`src/rtl/frame_reader_pkg.sv`:
```
// Shared constants and types for the frame-buffer window reader.
// Bar colours are only used when FRAME_READER_PATTERN_EN is defined.
package frame_reader_pkg;

    localparam logic [11:0] BORDER_DEFAULT = 12'h000;

    localparam logic [11:0] BAR_COLORS [8] = '{
        12'hFFF, 12'hFF0, 12'h0FF, 12'h0F0,
        12'hF0F, 12'hF00, 12'h00F, 12'h000
    };

    typedef enum logic {
        WAIT_FRAME = 1'b0,
        RUN        = 1'b1
    } state_t;

    function automatic int unsigned clog2(input int unsigned v);
        int unsigned r;
        r = 0;
        while ((32'd1 << r) < v) r = r + 1;
        return r;
    endfunction

endpackage

```
`src/rtl/frame_window_reader_axis_scale_counter.sv`:
```
// One raster axis: sub-pixel counter plus an accumulator that adds stride
// every SCALE steps inside the window; with stride 1 the accumulator is the index.
module axis_scale_counter
    import frame_reader_pkg::*;
#(
    parameter int unsigned SCALE  = 1,
    parameter int unsigned OFFSET = 0,
    parameter int unsigned LEN    = 160,
    parameter int unsigned AW     = 15
) (
    input  logic          clk,
    input  logic          rst,
    input  logic [9:0]    pos,
    input  logic          step,
    input  logic [AW-1:0] stride,
    output logic [AW-1:0] acc_c,
    output logic          in_range_c
);

    localparam int unsigned SUB_W = (SCALE > 1) ? clog2(SCALE) : 1;
    localparam logic [9:0]  OFF_P = 10'(OFFSET);
    localparam logic [9:0]  LIM_P = 10'(OFFSET + LEN * SCALE);

    logic [SUB_W-1:0] sub_q, sub_c;
    logic [AW-1:0]    acc_q;

    assign in_range_c = (pos >= OFF_P) && (pos < LIM_P);

    // Value for the current position, derived from the previous step's value.
    always_comb begin
        sub_c = sub_q;
        acc_c = acc_q;
        if (step && pos == OFF_P) begin
            sub_c = '0;
            acc_c = '0;
        end else if (step && pos > OFF_P && pos < LIM_P) begin
            if (sub_q == SUB_W'(SCALE - 1)) begin
                sub_c = '0;
                acc_c = acc_q + stride;
            end else begin
                sub_c = sub_q + SUB_W'(1);
            end
        end
    end

    always_ff @(posedge clk) begin
        if (rst) begin
            sub_q <= '0;
            acc_q <= '0;
        end else begin
            sub_q <= sub_c;
            acc_q <= acc_c;
        end
    end

endmodule

```
`src/rtl/frame_window_reader.sv`:
```
// Maps VGA raster position to upscaled frame-buffer addresses and aligns RAM data
// with a border colour. Optional colour-bar test pattern: FRAME_READER_PATTERN_EN.
module frame_window_reader
    import frame_reader_pkg::*;
#(
    parameter int unsigned    CAM_SCREEN_X = 160,
    parameter int unsigned    CAM_SCREEN_Y = 120,
    parameter int unsigned    AW           = 15,
    parameter int unsigned    DW           = 12,
    parameter int unsigned    SCALE        = 1,
    parameter int unsigned    OFFSET_X     = 0,
    parameter int unsigned    OFFSET_Y     = 0,
    parameter logic [DW-1:0]  BORDER_COLOR = DW'(BORDER_DEFAULT)
) (
    input  logic          clk,
    input  logic          rst,
    input  logic [9:0]    posX,
    input  logic [9:0]    posY,
    input  logic [DW-1:0] pixelIn,
    output logic [AW-1:0] addr_out,
    output logic [DW-1:0] pixelOut,
    output logic          in_window
`ifdef FRAME_READER_PATTERN_EN
    ,
    input  logic          pattern_sel
`endif
);

    localparam int unsigned BLACK = CAM_SCREEN_X * CAM_SCREEN_Y;

    if (!(SCALE == 1 || SCALE == 2 || SCALE == 4)) begin : g_bad_scale
        $error("frame_window_reader: SCALE must be 1, 2 or 4");
    end

    state_t        state_q, state_c;
    logic [9:0]    prev_y_q;
    logic [AW-1:0] cx_c, row_c, addr_c;
    logic          x_in_c, y_in_c, win_c, win1_q;
    logic [DW-1:0] pix_data;

    axis_scale_counter #(
        .SCALE(SCALE), .OFFSET(OFFSET_X), .LEN(CAM_SCREEN_X), .AW(AW)
    ) u_x (
        .clk(clk), .rst(rst), .pos(posX), .step(1'b1), .stride(AW'(1)),
        .acc_c(cx_c), .in_range_c(x_in_c)
    );

    axis_scale_counter #(
        .SCALE(SCALE), .OFFSET(OFFSET_Y), .LEN(CAM_SCREEN_Y), .AW(AW)
    ) u_y (
        .clk(clk), .rst(rst), .pos(posY), .step(posY != prev_y_q),
        .stride(AW'(CAM_SCREEN_X)), .acc_c(row_c), .in_range_c(y_in_c)
    );

    // The (0,0) position itself already counts as running.
    always_comb begin
        state_c = state_q;
        win_c   = 1'b0;
        addr_c  = AW'(BLACK);
        if (state_q == WAIT_FRAME && posX == 10'd0 && posY == 10'd0) begin
            state_c = RUN;
        end
        if (state_c == RUN && x_in_c && y_in_c) begin
            win_c  = 1'b1;
            addr_c = row_c + cx_c;
        end
    end

    always_ff @(posedge clk) begin
        if (rst) begin
            state_q   <= WAIT_FRAME;
            prev_y_q  <= '0;
            addr_out  <= AW'(BLACK);
            win1_q    <= 1'b0;
            in_window <= 1'b0;
        end else begin
            state_q   <= state_c;
            prev_y_q  <= posY;
            addr_out  <= addr_c;
            win1_q    <= win_c;
            in_window <= win1_q;
        end
    end

`ifdef FRAME_READER_PATTERN_EN
    localparam int unsigned BAND_W = CAM_SCREEN_X / 8;

    logic [2:0]    band_q, band_c;
    logic [AW-1:0] band_end_q, band_end_c;
    logic [DW-1:0] bar1_q, bar2_q;
    logic          pat1_q, pat2_q;

    // Band index steps when the column index reaches the next band boundary.
    always_comb begin
        band_c     = band_q;
        band_end_c = band_end_q;
        if (posX == 10'(OFFSET_X)) begin
            band_c     = '0;
            band_end_c = AW'(BAND_W);
        end else if (cx_c == band_end_q) begin
            band_c     = band_q + 3'd1;
            band_end_c = band_end_q + AW'(BAND_W);
        end
    end

    always_ff @(posedge clk) begin
        if (rst) begin
            band_q     <= '0;
            band_end_q <= '0;
            bar1_q     <= '0;
            bar2_q     <= '0;
            pat1_q     <= 1'b0;
            pat2_q     <= 1'b0;
        end else begin
            band_q     <= band_c;
            band_end_q <= band_end_c;
            bar1_q     <= DW'(BAR_COLORS[band_c]);
            bar2_q     <= bar1_q;
            pat1_q     <= pattern_sel;
            pat2_q     <= pat1_q;
        end
    end

    assign pix_data = pat2_q ? bar2_q : pixelIn;
`else
    assign pix_data = pixelIn;
`endif

    assign pixelOut = in_window ? pix_data : BORDER_COLOR;

endmodule

```
`config.mk`:
```
export PLATFORM = sky130hd
export DESIGN_NAME = frame_window_reader
export DESIGN_NICKNAME = d
export VERILOG_FILES = /design/src/rtl/frame_reader_pkg.sv /design/src/rtl/frame_window_reader_axis_scale_counter.sv /design/src/rtl/frame_window_reader.sv
export SDC_FILE = /design/constraint.sdc
export NUM_CORES = 1
export LEC_CHECK = 0
export ABC_AREA = 1
export CAP_MARGIN = 10
export CORE_MARGIN = 2
export CORE_UTILIZATION = 53
export CTS_CLUSTER_DIAMETER = 40
export CTS_CLUSTER_SIZE = 16
export DETAILED_ROUTE_END_ITERATION = 10
export HOLD_SLACK_MARGIN = 0.12
export MAX_ROUTING_LAYER = met4
export PLACE_DENSITY_LB_ADDON = 0.2
export SKIP_CTS_REPAIR_TIMING = 1
export SLEW_MARGIN = 20
export SYNTH_ARGS = -nofsm -noshare
export SYNTH_HDL_FRONTEND = slang
export SYNTH_SLANG_ARGS = --single-unit
```
`constraint.sdc`:
```
create_clock -name clk -period 4.23 [get_ports clk]
set_input_delay 0.846 -clock clk [delete_from_list [all_inputs] [get_ports clk]]
set_output_delay 0.846 -clock clk [all_outputs]
set_load 0.02 [all_outputs]
```
# [Word level (Yosys, flattened, before mapping)]
# Index checks and enable logic that the tools add are counted.
[totals] reg_bits=60 output_inout_bits=28 wordCells=49 in_bits=34
[op_classes] n_lt_le_gt_ge=6 add_sub_neg=5 muxes=11 bitwise=2 reduce_logical=15 eq_ne=1
[op_table] operator="$mux W15" n=6
[op_table] operator="$ge A10 B1 Y1 const B" n=2
[op_table] operator="$gt A10 B1 Y1 const B" n=2
[op_table] operator="$logic_not A10 Y1" n=2
[op_table] operator="$add A15 B1 Y15 const B" n=1
[op_table] operator="$add A15 B15 Y15" n=1
[op_table] operator="$add A15 B8 Y15 const B" n=1
[op_table] operator="$mux W12" n=1
[op_table] operator="$logic_and A1 B1 Y1" n=10
[op_table] operator="$lt A10 B7 Y1 const B" n=1
[op_table] operator="$lt A10 B8 Y1 const B" n=1
[op_table] operator="$ne A10 B10 Y1" n=1
[op_table] operator="$reduce_or A2 Y1" n=3
[op_table] operator="$mux W1" n=4
[op_table] operator="$add A1 B1 Y1 const B" n=2
[op_table] operator="$not A1 Y1" n=2

# [Logic depth before layout (Yosys ltp)]
# Gate-level depths: netlist of run 1.
[logic_depth] word_depth=8 mapped_depth=23 ltp_nobuf=22

# [By module]
# A second synthesis of run 1 with hierarchy kept.
[unflattened] hier_cells=884 area_unflattened_um2=5159.9
[modules_own_cells] module="frame_window_reader" instances=1 cells_per_inst=305 seq_area_each_um2=560.5 area_per_inst_um2=1909.3
[modules_own_cells] module="axis_scale_counter (u_y)" instances=1 cells_per_inst=298 seq_area_each_um2=300.3 area_per_inst_um2=1675.4
[modules_own_cells] module="axis_scale_counter (u_x)" instances=1 cells_per_inst=281 seq_area_each_um2=300.3 area_per_inst_um2=1575.3

# [Worst setup path after synthesis of run 1]
# OpenSTA, ideal clock, no wires.
[synth_timing] path_kind="input-to-reg" start="input port posX[8]" end="register addr_out[12]" setup_time_ns=0.113 path_slack_ns=1.039 arrival_ns=3.078 path_stages=15 t_required_ns=4.117 n_path_buf=1 path_cell_list="nor2_1 -> nand3_1 -> nor2_4 -> clkbuf_1 -> nor3_1 -> ha_1 -> fa_1 -> nand2_1 -> a21oi_2 -> a31oi_1 -> o21ai_1 -> nand3_1 -> nand2_1 -> nor2_1 -> nor2_1"
[synth_between] word_cells_on_any_way=16 cone_classes="add/sub (1); order compare (3); mux (3); bitwise (1); reduce/logical (8)"
[synth_lines] item="from (decl)" line_no="frame_window_reader.sv:17" source="input logic [9:0] posX,"
[synth_lines] item="$gt A10 B1 Y1 / $lt A10 B8 Y1 (equally long branches)" line_no="frame_window_reader_axis_scale_counter.sv:36" source="end else if (step && pos > OFF_P && pos < LIM_P) begin"
[synth_lines] item="$logic_and A1 B1 Y1" line_no="frame_window_reader_axis_scale_counter.sv:36"
[synth_lines] item="$mux W15" line_no="frame_window_reader_axis_scale_counter.sv:36"
[synth_lines] item="$mux W15 *" line_no="frame_window_reader_axis_scale_counter.sv:33" source="if (step && pos == OFF_P) begin"
[synth_lines] item="net cx_c[0]" line_no="frame_window_reader.sv:37" source="logic [AW-1:0] cx_c, row_c, addr_c;"
[synth_lines] item="$add A15 B15 Y15 *" line_no="frame_window_reader.sv:65" source="addr_c = row_c + cx_c;"
[synth_lines] item="to (signal assigned)" line_no="frame_window_reader.sv:73" source="addr_out <= AW'(BLACK);"
[synth_lines] item="to (signal assigned)" line_no="frame_window_reader.sv:79" source="addr_out <= addr_c;"
[synth_lines] item="to (decl)" line_no="frame_window_reader.sv:20" source="output logic [AW-1:0] addr_out,"
# Mark *: on every way through the listed nets, which the timed path passes. The rest lies on a longest branch.
# A chain may end at the register's enable or synchronous reset.

# [Final worst setup path of run 1]
[layout_timing] start="input port posY[4]" end="register addr_out[12]"
[layout_between] word_cells_on_any_way=18 cone_classes="add/sub (1); order compare (3); eq/ne (1); mux (3); bitwise (1); reduce/logical (9)"
[layout_lines] item="from (decl)" line_no="frame_window_reader.sv:18" source="input logic [9:0] posY,"
[layout_lines] item="$gt A10 B1 Y1 / $ne A10 B10 Y1 (equally long branches)" line_no="frame_window_reader_axis_scale_counter.sv:36, frame_window_reader.sv:51"
[layout_lines] item="$logic_and A1 B1 Y1 (2 in series)" line_no="frame_window_reader_axis_scale_counter.sv:36"
[layout_lines] item="$mux W15" line_no="frame_window_reader_axis_scale_counter.sv:36"
[layout_lines] item="$mux W15 *" line_no="frame_window_reader_axis_scale_counter.sv:33"
[layout_lines] item="net row_c[5]" line_no="frame_window_reader.sv:37"
[layout_lines] item="$add A15 B15 Y15 *" line_no="frame_window_reader.sv:65"
# Marked as above.

==> results.txt, run 1 <==
Outcome = finished, violations left
Failing checks = DRC
#FFs+latches synth = 58
Slew Viols, Final = 0
Syn nets = 607
Setup TNS = 0 ns
CTS root buffer = clkbuf_8
Placed instance area = 4230 um2
Global-route met2 utilization = 43.2%
Synth Flop Type = dfxtp_1
Syn Std Cell Area = 3550 um2
Max_cap viols = 0
DR pass1 iterations = 8
PD cells = 248 nW/um2
Vias = 3,555
DIE HEIGHT = 85.9 um
Area growth syn-to-layout = 23.3%
Final setup violation count = 0
WHS = 0.402 ns
Setup crit start kind = primary input
Fmax = 273 MHz
Synthesized area per cell = 6.39 um2
Nets = 672
Die Footprint = 7380 um2
Placed cell count = 687
Hold path depth = 2
GP Congestion = 0.914
Post-DRT Antenna Nets = 0
Largest net degree at the start of global routing = 42
Async S/R FF share, synth = 0%
Initial DRC Count = 178
Met3 usage in global routing = 7.12%
Synth Warn # = 0
Maximum clock path buffer count = 2
FF-to-FF End = addr_out[12]
Final Cell Area = 4380 um2
H-tree level count = 3
Reg2Reg Launch Point = prev_y_q[3]
Flop2flop setup slack = 1.32 ns
CTS Buf Count = 9
Top cells by area, synth = dfxtp_1 (33%), nand2_1 (14%), inv_1 (11%)
Post-synth EDFFs = 0
VDD IR max = 0.000182 V
IO Count = 62
Vias per cell = 5.06
Total wire length = 8290 um
Port Buffers = 61
Post-route DRC = 9
Antenna violations before repair = 0
Tot GR Track Use = 24.7%
Library cells used by synthesis = 39
Min-delay src = win1_q
Required time worst endpoint = 4.46 ns
Synth top area share = 32.7%
Clock transition at the registers of the reported paths = 0.06 ns
Met1 usage in global routing = 25.7%
Max transition margin = 69.4%
Diode count = 0
RSZ-0062 raised after global routing = no
R2R depth = 16
Worst hold path class = flip-flop to flip-flop
Vias in the first global route = 3,289
Final period util = 86.4%
Post-synth top area cell = dfxtp_1
TritonCTS clock tree = built
HPWL after DPL = 6440 um
Count leader, synth = nand2_1
GRT Max-Usage Layer = met2
Seq/Total Area, Yosys = 32.7%
Crit Path Max Fanout = 18
Clock skew = 0.0108 ns
# rows = 29
Hold path endpoint = in_window
Die width = 85.9 um
GRT overflow = 0
Slew @ Worst Pin = 0.459 ns
Total Power = 1.09 mW
WS Path Type = primary input to flip-flop
Commonest cells in the netlist = nand2_1 (136), inv_1 (104), nor2_1 (82)
Sink Count = 58
Initial Utilization = 55.3%
WL/cell = 11.8 um
Tmin final = 3.66 ns
Final Hold Fails = 0
Share of cells above drive strength 1 = 6.56%
Leak = 2.11 nW
Core region area = 6420 um2
Critical path endpoint category = flip-flop
First-pass GRT wire length = 14,100 um
Mapped Cells = 556
Worst-skew pair later-pin latency = 0.34 ns
Non-Filler Instances = 702
WP data arrival = 3.89 ns
==> area by class of cell <==
cell class | instances | area [um2]
Clock buffer | 11 | 131
Tap cell | 77 | 96.3
Multi-Input combinational cell | 381 | 1940
Sequential cell | 58 | 1160
Inverter | 107 | 402
Fill cell | 582 | 2040
Clock inverter | 4 | 20.0
Timing Repair Buffer | 64 | 633
==> flip-flops by register name, indices dropped and copies added, names as in the netlist <==
signal,cells
u_y.acc_q,15
prev_y_q,10
state_q,1
u_x.acc_q,15
in_window,1
win1_q,1
addr_out,15
==> per-stage QoR <==
stage | setup WS, ns | utilization [%]
2_1_floorplan | 1.04 | -
3_3_place_gp | 0.327 | 65.9
3_5_place_dp | 0.289 | 65.9
4_1_cts | 0.605 | 68.2
5_1_grt | 0.138 | 68.2
6_report | 0.573 | 68.2
==> layout by cell type (no fill, tap or decap), types with 2 or more instances in the layout <==
| master | n |
|---|---|
| buf_4 | 3 |
| a21o_1 | 3 |
| o21ai_0 | 13 |
| ha_1 | 16 |
| a211oi_1 | 2 |
| xnor2_1 | 5 |
| nor2_4 | 2 |
| dfxtp_1 | 58 |
| clkdlybuf4s50_1 | 61 |
| o21ai_1 | 4 |
| inv_1 | 104 |
| xor2_1 | 5 |
| clkbuf_8 | 9 |
| and2_1 | 2 |
| inv_2 | 3 |
| a31oi_1 | 3 |
| o21a_1 | 2 |
| nand3_2 | 2 |
| clkinv_2 | 4 |
| or2_2 | 3 |
| a21oi_1 | 22 |
| nand4_1 | 3 |
| a21oi_2 | 3 |
| clkbuf_1 | 2 |
| nor3_1 | 24 |
| nand2_1 | 136 |
| nor4_1 | 9 |
| nor2_2 | 5 |
| nor2_1 | 82 |
| nand3_1 | 24 |
==> power by group <==
group          total (mW)  leakage, nW  internal (mW)  switching (mW)
sequential          0.561        0.471          0.555         0.00644
combinational       0.111         1.56         0.0517          0.0596
clock               0.416       0.0827          0.205           0.211
total                1.09         2.11          0.812           0.277
==> kinds of logic after synthesis <==
logic type	Yosys count	share of synthesized area [%]
AOI/OAI and AO/OA	57	9.82
xor gates and xnor gates	10	2.46
adders and majority gates	17	6.19
buffers and inverters	117	12.8
DFF	58	32.7
and+or+nand+nor	297	36.0
==> worst max-delay path by stage <==
stage / startpoint / to / depth (start not counted)
detailed placement: posY[5] / addr_out[12] / 20
finish: posY[4] / addr_out[12] / 20
floorplan: posX[8] / addr_out[12] / 15
CTS: posY[4] / addr_out[12] / 20
global placement: posY[0] / addr_out[12] / 17
global route: posY[4] / addr_out[12] / 22
==> layer usage <==
layer,up-vias,part of all wire [%]
li1,1864,-
met1,1582,41
met2,93,50
met3,16,6.1
met4,0,2.2
met5,-,0
==> critical path, cell delays in order <==
cell and delay, ns:
clkdlybuf4s50_1 0.53, inv_1 0.08, nand2_1 0.09, nand2_1 0.07
inv_1 0.06, nand2_1 0.05, nor2_1 0.11, nand3_2 0.15
nand2_4 0.14, inv_2 0.13, nor3_1 0.27, ha_1 0.33
a21oi_1 0.17, inv_1 0.06, a31oi_1 0.32, o21ai_1 0.17
nand3_1 0.10, nand2_1 0.06, nor2_1 0.10, nor2_1 0.05
Note: power is estimated with default switching activity, not from simulation.
==> run 2: changes to the inputs <==
- CORE_MARGIN: 2 -> not set
==> results.txt, run 2 (same netlist as run 1, synthesis figures left out) <==
HPWL after DPL = 6340 um
Required time worst endpoint = 4.51 ns
Min-delay src = win1_q
Commonest non-fill, non-tap cell in the layout = nand2_1
WS Path Type = primary input to flip-flop
Initial Utilization = 55.3%
Critical path endpoint category = flip-flop
Regs by FF count = addr_out: 15 flops, u_x.acc_q: 15 flops, u_y.acc_q: 15 flops
Final Hold Fails = 0
VDD IR max = 0.000205 V
CTS Buf Count = 9
Placed cell count = 687
Tmin final = 3.69 ns
Slew @ Worst Pin = 0.452 ns
Die Footprint = 7040 um2
Max transition margin = 69.8%
Reg2Reg Launch Point = prev_y_q[5]
GP Congestion = 0.923
Crit Path Max Fanout = 18
Setup TNS = 0 ns
DIE HEIGHT = 83.9 um
Tot GR Track Use = 26.1%
WHS = 0.400 ns
TritonCTS clock tree = built
WP data arrival = 3.97 ns
Maximum clock path buffer count = 2
CTS root buffer = clkbuf_8
R2R depth = 20
DR pass1 iterations = 8
Most frequent cells in the layout = nand2_1 (136), inv_1 (104), nor2_1 (82), clkdlybuf4s50_1 (61), dfxtp_1 (58)
PD cells = 279 nW/um2
H-tree level count = 3
# rows = 29
Area growth syn-to-layout = 25.2%
WL met2 = 4010 um
Sink Count = 58
Failing checks = DRC
Vias = 3,576
Outcome = finished, violations left
Metal-1 WL = 3550 um
Clock transition at the registers of the reported paths = 0.06 ns
Initial DRC Count = 208
Pint = 952 uW
Hold path depth = 2
Vias per cell = 5.09
Final period util = 87.2%
Total wire length = 8170 um
GRT overflow = 0
Diode count = 0
First-pass GRT wire length = 14,400 um
DR top layer = met4
Met3 routed wirelength = 460 um
Psw = 288 uW
Share of cells above drive strength 1 = 6.87%
Non-Filler Instances = 703
Fill count = 561
Clock power frac = 45.9%
Nets = 672
Final setup violation count = 0
RSZ-0062 raised after global routing = no
Setup crit start kind = primary input
Vias in the first global route = 3,422
Post-route DRC = 18
Leak = 2.14 nW
Max_cap viols = 0
Slew Viols, Final = 0
Hold path endpoint = in_window
Gate power share = 8.9%
Antenna violations before repair = 0
Largest net degree at the start of global routing = 42
Worst hold path class = flip-flop to flip-flop
Port Buffers = 61
Clock skew = 0.00950 ns
Worst-skew pair later-pin latency = 0.35 ns
IO Count = 62
Fmax = 271 MHz
WL/cell = 11.6 um
Post-DRT Antenna Nets = 0
Flop2flop setup slack = 1.25 ns
Core region area = 6420 um2
FF-to-FF End = addr_out[12]
Sw Share = 23.2%
Sequential Power Share = 45.2%
Die width = 83.9 um
-- run 2: changes by cell type in the layout (fill, tap and decap cells not counted), sizes merged --
cell | before | now
bufinv | 0 | 2
clkinv | 4 | 2
clkinvlp | 0 | 1
-- run 2: worst max-delay path by stage --
stage	end	cells after the start	slack, ns	startpoint
floorplan	addr_out[12]	15	1.04	posX[8]
global placement	addr_out[12]	17	0.36	posY[0]
detailed placement	addr_out[12]	21	0.22	posY[5]
CTS	addr_out[12]	21	0.58	posY[5]
global route	addr_out[12]	21	0.22	posY[5]
finish	addr_out[12]	21	0.54	posY[5]
-- run 2: power groups by stage --
stage | Clock [mW] | Sequential [mW] | Combinational, mW
after floorplan | 0 | 0.572 | 0.0622
after global placement | 0 | 0.573 | 0.107
after detailed placement | 0 | 0.573 | 0.110
after CTS | 0.579 | 0.561 | 0.110
after global routing | 0.605 | 0.562 | 0.125
final | 0.569 | 0.561 | 0.110
-- run 2: area by class of cell --
class | count | area [um2] | area share [%]
multi-input combinational | 381 | 1940 | 43.6
inverter | 107 | 402 | 9.03
sequential | 58 | 1160 | 26.1
timing repair buffer | 64 | 633 | 14.2
tap | 77 | 96.3 | 2.17
clock inverter | 5 | 77.6 | 1.74
clock buffer | 11 | 141 | 3.18
-- run 2: metal layers --
layer  global-route usage [%]  vias up
met3                     5.04       16
met5                        -        -
li1                         -     1860
met2                     45.9      106
met4                     11.3        0
met1                     28.6     1594
-- run 2: critical path, stage by stage --
cell             delay, ns
clkdlybuf4s50_1       0.56
inv_2                 0.06
nand2_1               0.07
nand2_1               0.05
nand2_1               0.07
nor2_1                0.05
nand3_2               0.13
nand2_4               0.10
inv_2                 0.25
nor2_1                0.09
ha_1                  0.22
fa_1                  0.39
nand2_1               0.11
a21oi_2               0.08
a31oi_1               0.31
o21ai_1               0.18
nand3_1               0.11
nand2_1               0.07
nand2_1               0.07
nand2_1               0.06
nor2_1                0.08
-- run 2: through the flow --
step	area [um2]	power (mW)	setup WS, ns	utilization (%)
after floorplan	3550	0.634	1.04	-
after global placement	4230	0.680	0.363	65.9
after detailed placement	4230	0.683	0.223	65.9
after CTS	4450	1.25	0.578	69.3
after global routing	4450	1.29	0.218	69.3
final	4450	1.24	0.542	69.3
